<file path="src/rtl/parity_pkg.sv">
// Shared definitions for the parity serial link: frame states, frame geometry
// and the parity function also used by the receive-side checker.
package parity_pkg;

  localparam int FRAME_DATA_BITS = 8;
  localparam int FRAME_BITS      = 11;

  typedef enum logic [2:0] {
    IDLE   = 3'd0,
    START  = 3'd1,
    DATA   = 3'd2,
    PARITY = 3'd3,
    STOP   = 3'd4
  } state_e;

  // Returns the parity bit that makes the total count of ones even or odd.
  function automatic logic calc_parity(input logic [FRAME_DATA_BITS-1:0] data,
                                       input logic odd_sel);
    return odd_sel ? ~^data : ^data;
  endfunction

endpackage

</file>
<file path="src/rtl/parity_serial_tx_baud_tick_gen.sv">
// Bit-period counter: counts 0..CLKS_PER_BIT-1 while enabled and pulses tick_o
// on the last cycle of each bit period.
module baud_tick_gen #(
  parameter int CLKS_PER_BIT = 16,
  parameter int CNT_W        = $clog2(CLKS_PER_BIT)
) (
  input  logic clk,
  input  logic rst,
  input  logic clr_i,
  input  logic en_i,
  output logic tick_o
);

  logic [CNT_W-1:0] cnt_q, cnt_d;
  logic             at_max;

  assign at_max = (cnt_q == CNT_W'(CLKS_PER_BIT - 1));
  assign tick_o = en_i && at_max;

  always_comb begin
    cnt_d = cnt_q;
    if (clr_i) begin
      cnt_d = '0;
    end else if (en_i) begin
      cnt_d = at_max ? '0 : cnt_q + 1'b1;
    end
  end

  always_ff @(posedge clk or posedge rst) begin
    if (rst) begin
      cnt_q <= '0;
    end else begin
      cnt_q <= cnt_d;
    end
  end

endmodule

</file>
<file path="src/rtl/parity_serial_tx.sv">
// Byte-wide serial transmitter: start, 8 data bits LSB-first, parity, stop.
// Define PARITY_ERR_INJECT_EN to add err_inject / inject_cnt for parity fault injection.
module parity_serial_tx
  import parity_pkg::*;
#(
  parameter int CLKS_PER_BIT = 16,
  parameter int CNT_W        = $clog2(CLKS_PER_BIT)
) (
  input  logic       clk,
  input  logic       rst,
  // Handshake: a byte transfers on a rising edge where in_valid && in_ready;
  // in_ready is high only in IDLE and in_valid is ignored at all other times.
  input  logic       in_valid,
  input  logic [7:0] in_data,
  input  logic       odd_sel,
`ifdef PARITY_ERR_INJECT_EN
  input  logic       err_inject,
  output logic [7:0] inject_cnt,
`endif
  output logic       in_ready,
  output logic       tx,
  output logic       busy,
  output logic       frame_done
);

  state_e                     state_q, state_d;
  logic [FRAME_DATA_BITS-1:0] shift_q, shift_d;
  logic [2:0]                 idx_q, idx_d;
  logic                       par_q, par_d;
  logic                       tx_q, tx_d;
  logic                       accept, tick;

  assign accept     = in_valid && (state_q == IDLE);
  assign in_ready   = (state_q == IDLE);
  assign busy       = (state_q != IDLE);
  assign frame_done = (state_q == STOP) && tick;
  assign tx         = tx_q;

  baud_tick_gen #(
    .CLKS_PER_BIT (CLKS_PER_BIT),
    .CNT_W        (CNT_W)
  ) u_baud (
    .clk    (clk),
    .rst    (rst),
    .clr_i  (accept),
    .en_i   (busy),
    .tick_o (tick)
  );

  always_comb begin
    state_d = state_q;
    shift_d = shift_q;
    idx_d   = idx_q;
    par_d   = par_q;
    unique case (state_q)
      IDLE: begin
        if (accept) begin
          state_d = START;
          shift_d = in_data;
`ifdef PARITY_ERR_INJECT_EN
          par_d   = calc_parity(in_data, odd_sel) ^ err_inject;
`else
          par_d   = calc_parity(in_data, odd_sel);
`endif
        end
      end
      START:  if (tick) state_d = DATA;
      DATA: begin
        if (tick) begin
          shift_d = shift_q >> 1;
          if (idx_q == 3'(FRAME_DATA_BITS - 1)) begin
            idx_d   = '0;
            state_d = PARITY;
          end else begin
            idx_d = idx_q + 3'd1;
          end
        end
      end
      PARITY: if (tick) state_d = STOP;
      STOP:   if (tick) state_d = IDLE;
      default: state_d = IDLE;
    endcase
  end

  // tx is registered from the next-state view so the line changes on the
  // same edge as the state, with no path from the inputs to the pin.
  always_comb begin
    tx_d = 1'b1;
    unique case (state_d)
      START:   tx_d = 1'b0;
      DATA:    tx_d = shift_d[0];
      PARITY:  tx_d = par_d;
      default: tx_d = 1'b1;
    endcase
  end

  always_ff @(posedge clk or posedge rst) begin
    if (rst) begin
      state_q <= IDLE;
      shift_q <= '0;
      idx_q   <= '0;
      par_q   <= 1'b0;
      tx_q    <= 1'b1;
    end else begin
      state_q <= state_d;
      shift_q <= shift_d;
      idx_q   <= idx_d;
      par_q   <= par_d;
      tx_q    <= tx_d;
    end
  end

`ifdef PARITY_ERR_INJECT_EN
  logic [7:0] inj_cnt_q, inj_cnt_d;

  assign inject_cnt = inj_cnt_q;

  always_comb begin
    inj_cnt_d = inj_cnt_q;
    if (accept && err_inject && (inj_cnt_q != 8'hFF)) begin
      inj_cnt_d = inj_cnt_q + 8'd1;
    end
  end

  always_ff @(posedge clk or posedge rst) begin
    if (rst) begin
      inj_cnt_q <= '0;
    end else begin
      inj_cnt_q <= inj_cnt_d;
    end
  end
`endif

endmodule
</file>
<file path="config.mk">
export PLATFORM = sky130hd
export DESIGN_NAME = parity_serial_tx
export DESIGN_NICKNAME = d
export VERILOG_FILES = /design/src/rtl/parity_pkg.sv /design/src/rtl/parity_serial_tx_baud_tick_gen.sv /design/src/rtl/parity_serial_tx.sv
export SDC_FILE = /design/constraint.sdc
export NUM_CORES = 1
export LEC_CHECK = 0
export BUFFER_PORTS_ARGS = -buffer_cell sky130_fd_sc_hd__buf_2
export CAP_MARGIN = 20
export CORE_ASPECT_RATIO = 1.5
export CORE_MARGIN = 2
export CORE_UTILIZATION = 49
export DETAILED_ROUTE_END_ITERATION = 7
export PLACE_DENSITY = 0.73
export RECOVER_POWER = 50
export SETUP_SLACK_MARGIN = 0.05
export SYNTH_ARGS = -nofsm -noshare
export SYNTH_HDL_FRONTEND = slang
export SYNTH_HIERARCHICAL = 1
export SYNTH_SLANG_ARGS = --single-unit
</file>
<file path="constraint.sdc">
create_clock -name clk -period 1.97 [get_ports clk]
set_clock_uncertainty 0.2 [all_clocks]
set_input_delay 0 -clock clk [delete_from_list [all_inputs] [get_ports clk]]
set_output_delay 0 -clock clk [all_outputs]
set_load 0.01 [all_outputs]
</file>
==> After elaboration in Yosys (flattened, before gate mapping) <==
Cells that the tools add are included.
{ "op_classes": {"n_addsub": 2, "n_mul": 0, "div": 0, "n_lt_le_gt_ge": 0, "n_eq_ne": 11, "shift": 0, "muxes": 18, "n_bitwise": 0, "reduce_logical": 11} }
{ "ops": {"columns": ["operator", "count"], "rows": [
  ["two-way mux 3 bit", 7],
  ["two-way mux 8 bit", 2],
  ["case mux 8 bit (2 select lines)", 1],
  ["case mux 3 bit (5 select lines)", 1],
  ["equality test 3 x 2 -> 1 bit, second input constant", 4],
  ["two-way mux 4 bit", 3],
  ["XNOR reduction 8 bit", 1],
  ["XOR reduction 8 bit", 1],
  ["equality test 3 x 1 -> 1 bit, second input constant", 2],
  ["equality test 3 bit, second input constant", 2],
  ["adder 4 x 1 -> 4 bit, second input constant", 1],
  ["equality test 4 bit, second input constant", 1],
  ["nonzero test 2 bit", 2],
  ["adder 3 x 1 -> 3 bit, second input constant", 1],
  ["logical AND 1 bit", 3],
  ["logical NOT 3 bit", 1],
  ["two-way mux 1 bit", 3],
  ["case mux 1 bit (3 select lines)", 1],
  ["AND reduction 3 bit", 1],
  ["nonzero test 3 bit", 1],
  ["!= test 2 x 1 -> 1 bit, second input constant", 1],
  ["!= test 2 bit, second input constant", 1],
  ["AND reduction 2 bit", 1]
]} }
{ "word_totals": {"regBits": 20, "latchBits": 0, "mem_bits_rw": 0, "rom_bits": 0, "elab_cells": 49, "memories": 0} }

==> Logic depth before layout (Yosys ltp) <==
{ "logic_depth": {"depth_word": 6, "mapped_depth": 8, "depth_no_buf": 7} }

==> Cells and area by module <==
Netlist, hierarchy kept.
{ "modules_own_cells": {"columns": ["module", "n_inst", "cells_each", "area_each_um2", "seq_area_each_um2"], "rows": [
  ["parity_serial_tx", 1, 80, 889.6, 401.6],
  ["baud_tick_gen", 1, 23, 211.5, 100.1]
]} }

==> Worst setup path before layout <==
No wires, ideal clock.
{ "synth_timing": {"path_type": "register -> register", "from": "register state_q[1]", "to": "register idx_q[2]", "t_arrival_ns": 1.802, "t_required_ns": 1.645, "setup_slack_ns": -0.157, "stages_incl_launch_ff": 8, "path_buffers": 2, "synth_period_minus_slack_ns": 2.127, "cell_sequence": "dfrtp_1 buf_6 or3_1 nand2_2 nor2_1 and4bb_4 buf_6 mux2_4"} }
{ "synth_via": {"elab_chain_len": 3} }
{ "synth_lines": {"columns": ["element", "line", "rtl"], "rows": [
  ["start: declaration", "parity_serial_tx.sv:26", "state_e state_q, state_d;"],
  ["start signal: assignment", "parity_serial_tx.sv:105", "state_q <= state_d;"],
  ["nonzero test 3 bit", "parity_serial_tx.sv:35", "assign busy = (state_q != IDLE);"],
  ["via busy", "parity_serial_tx.sv:22", "output logic busy,"],
  ["logical AND 1 bit", "parity_serial_tx_baud_tick_gen.sv:18", "assign tick_o = en_i && at_max;"],
  ["via tick", "parity_serial_tx.sv:31", "logic accept, tick;"],
  ["AND reduction 2 bit (no source line)", null, null],
  ["end signal: assignment", "parity_serial_tx.sv:107", "idx_q <= idx_d;"],
  ["end: declaration", "parity_serial_tx.sv:28", "logic [2:0] idx_q, idx_d;"]
]} }
The timed path passes the listed nets, and every way through them passes these cells.
A chain may end at the register's enable or synchronous reset.

==> Worst setup path in the final report <==
{ "layout_timing": {"from": "register state_q[1]", "to": "register shift_q[5]"} }
{ "layout_via": {"elab_chain_len": 4} }
{ "layout_lines": {"columns": ["element", "line", "rtl"], "rows": [
  ["nonzero test 3 bit", "parity_serial_tx.sv:35", null],
  ["logical AND 1 bit", "parity_serial_tx_baud_tick_gen.sv:18", null],
  ["via tick", "parity_serial_tx.sv:31", null],
  ["!= test 2 bit (no source line)", null, null],
  ["AND reduction 3 bit (no source line)", null, null],
  ["end signal: assignment", "parity_serial_tx.sv:106", "shift_q <= shift_d;"],
  ["end: declaration", "parity_serial_tx.sv:27", "logic [FRAME_DATA_BITS-1:0] shift_q, shift_d;"]
]} }
The timed path passes the listed nets, and every way through them passes these cells.

==> run metrics <==
fin util 65.5%; post-synthesis mux area share 5.57%; multi-input logic area 596 um2; share of cells above drive strength 1 31.4%; r2r setup slk 0.09 ns; global route overflow 0; CTS root buffer clkbuf_4; Layout area overhead 29.8%; critical-path cell list or3_4, nand2_4, nor2_4, and4bb_4, nor2_4, buf_4, nand2_1, nand2_1; Synth Area in Simple Gates 21.2%; P per Cell Area 1150 mW/mm2; Post-Synth Adder-Cell Area 3.41%; Die Y 62.1 um; syn_nets 118; pin count of the biggest net entering global routing 17; GP Congestion 0.749; Synth warnings 6; cell area after synthesis 0.00110 mm2; drt pass-1 iters 4; period utilization 95.3%; placed inst area 0.00124 mm2; overall power 1.65 mW; vias post-DR 887; slowest cell on the critical path or3_4; fin nets 156; crit path DAT 1.93 ns; slowest stage delay, CP 0.44 ns; Leak Pwr 0.678 nW; sequential-to-total area share from yosys stat 45.6%; Startpoint Class flop; Clock Latency Late Sink 0.30 ns; Unique masters post-synth 33; min setup slack post-route 0.0933 ns; IO Count 16; Max Cap Viol 0; DRC Markers 0; Bufs on Longest Clock Path 2; Mapped Avg Cell Area 10.7 um2; crit-path max FO 7; required time worst endpoint 2.02 ns; Finished Layout Cells 163; status completed; highest clock rate 533 MHz; Synth Register Bits 20; critical path endpoint category flop; Post-Synth XOR/XNOR Area 8.52%; peak supply drop 0.000738 V; clock transition at the registers of the reported paths 0.11 ns; Clock H-tree levels 1; clk sinks 20; Slew headroom 60.6%; core area 0.00218 mm2; RR Endpoint shift_q[5]; Final Max Tran Viols 0; pre-CTS WS 0.0582 ns; Worst-Margin Slew 0.591 ns; Register-to-Register Path Depth 8; Fin Hold WS 0.110 ns; Total Wirelength 2.23 mm; Hold Vio Cnt, Final 0; die footprint 0.00265 mm2; Placed Cells 145; cell area after layout 0.00143 mm2; Compound-Gate Fraction of Synth Area 11.3%; antenna violations before repair 0; vias in the first global route 935; largest family of logic cells by synthesized area simple AND/OR/NAND/NOR gates; fillcell total 164; ANT cells 0; post-route minimum period 1.88 ns; initial core utilization 50.5%; worst hold-check path type input port to asynchronous set/reset pin; Final ANT Viol Nets 0; FF-to-FF Start state_q[1]; register area 502 um2; port bufs 15; Die W 42.7 um; Num CTS Buffers 3; WL/cell 13.7 um; Post-DP HPWL 1.54 mm; Fin Setup TNS 0 ns; critical path class flop to flop; DR vias/cell 5.44; final setup violation count 0; RSZ-0062 raised after global routing yes; DR iter-0 viols 9; CTS tree done; GRT Util Overall 19.3%; Mapped Cells 103; Rows 21; first-pass GRT wire length 3.78 mm
## report_power, final
part           switching (mW)  total [mW]  internal (mW)  leakage, nW
Sequential              0.106       0.687          0.581        0.248
Combinational           0.364       0.722          0.358        0.409
Clock                   0.124       0.237          0.113       0.0210
## worst max-delay path by stage
stage / startpoint / endpoint / slack, ns / depth (start not counted)
floorplan: state_q[1] / idx_q[2] / -0.05 / 7
global placement: u_baud/cnt_q[0] / idx_q[0] / 0.12 / 5
detailed placement: state_q[1] / tx / 0.06 / 6
CTS: state_q[1] / tx / 0.05 / 7
global route: state_q[1] / shift_q[6] / 0.009 / 8
finish: state_q[1] / shift_q[5] / 0.09 / 8
## Yosys cell counts
library cell,count,area (um2)
dfrtp_1,19,475
nand2_1,17,63.8
a22oi_1,6,45.0
nor2_1,6,22.5
xnor2_1,6,52.6
a21oi_1,4,20.0
inv_1,4,15.0
buf_6,3,33.8
ha_1,3,37.5
nand2b_1,3,18.8
nand3b_1,3,22.5
o21ai_0,3,15.0
mux2_4,2,30.0
mux2i_1,2,20.0
nand2_2,2,12.5
or3_1,2,12.5
xor2_1,2,17.5
a2111oi_0,1,8.76
a22oi_2,1,12.5
a311oi_1,1,8.76
a31oi_1,1,6.26
and2_0,1,6.26
and4bb_4,1,16.3
dfstp_2,1,26.3
mux2_2,1,11.3
nand3_1,1,5.00
nor2_4,1,11.3
nor2b_1,1,6.26
nor3_1,1,5.00
nor3b_1,1,7.51
nor4b_4,1,23.8
o31ai_1,1,7.51
xnor3_2,1,23.8
## area by class of cell
type | instances | share of cell area (%)
multi-input combinational | 77 | 41.7
sequential | 20 | 35.1
timing repair buffer | 35 | 17.6
clock buffer | 4 | 2.54
tap | 23 | 2.01
inverter | 4 | 1.05
## placed cells by master (no fill, tap or decap), types with 2 or more instances in the layout
cell type,netlist,routed
nand3b_1,3,3
dfrtp_1,19,19
inv_1,4,4
buf_2,0,14
o21ai_0,3,2
xor2_1,2,2
clkbuf_4,0,3
ha_1,3,2
dlygate4sd3_1,0,11
xnor2_1,6,6
a22oi_1,6,6
nor2_1,6,5
nand2b_1,3,3
mux2i_1,2,2
nor2_4,1,2
nand2_1,17,17
buf_4,0,9
mux2_4,2,2
a21oi_1,4,4
## logic make-up (layout without fill, tap and decap cells)
| group | count (synthesis) | in the layout |
|---|---|---|
| buffers and inverters | 7 | 43 |
| xor gates and xnor gates | 9 | 9 |
| DFF | 20 | 20 |
| and+or+nand+nor | 41 | 42 |
| adders and majority gates | 3 | 3 |
| muxes | 5 | 5 |
| AOI/OAI and AO/OA | 18 | 18 |
## critical path: cells and delay by family (launching register included)
| family | cells | cell delay, ns |
|---|---|---|
| flip-flops | 1 | 0.39 |
| buffers and inverters | 1 | 0.14 |
| AND/OR/NAND/NOR | 7 | 1.09 |
## per-layer routing
layer	up-vias	wire (um)	GRT usage [%]
li1	434	-	-
met1	431	841	18.5
met2	17	1280	38.5
met3	5	65	3.18
met4	0	44	10.7
met5	-	0	0
## state kept, by name, summed over array words and instances, names as in the netlist
| signal | cells |
|---|---|
| state_q | 3 |
| par_q | 1 |
| tx | 1 |
| idx_q | 3 |
| shift_q | 8 |
| u_baud/cnt_q | 4 |
## what timing repair did
action / in CTS / in global routing
cloned: 0 / 1
pin swaps: 0 / 2
endpoints found under the setup margin: 1 / 5
resized for setup: 1 / 5
buffers inserted: 0 / 2
hold endpoints to repair: 31 / 0
hold buffers: 11 / 0
No activity file was read; power rests on OpenSTA's default activity.
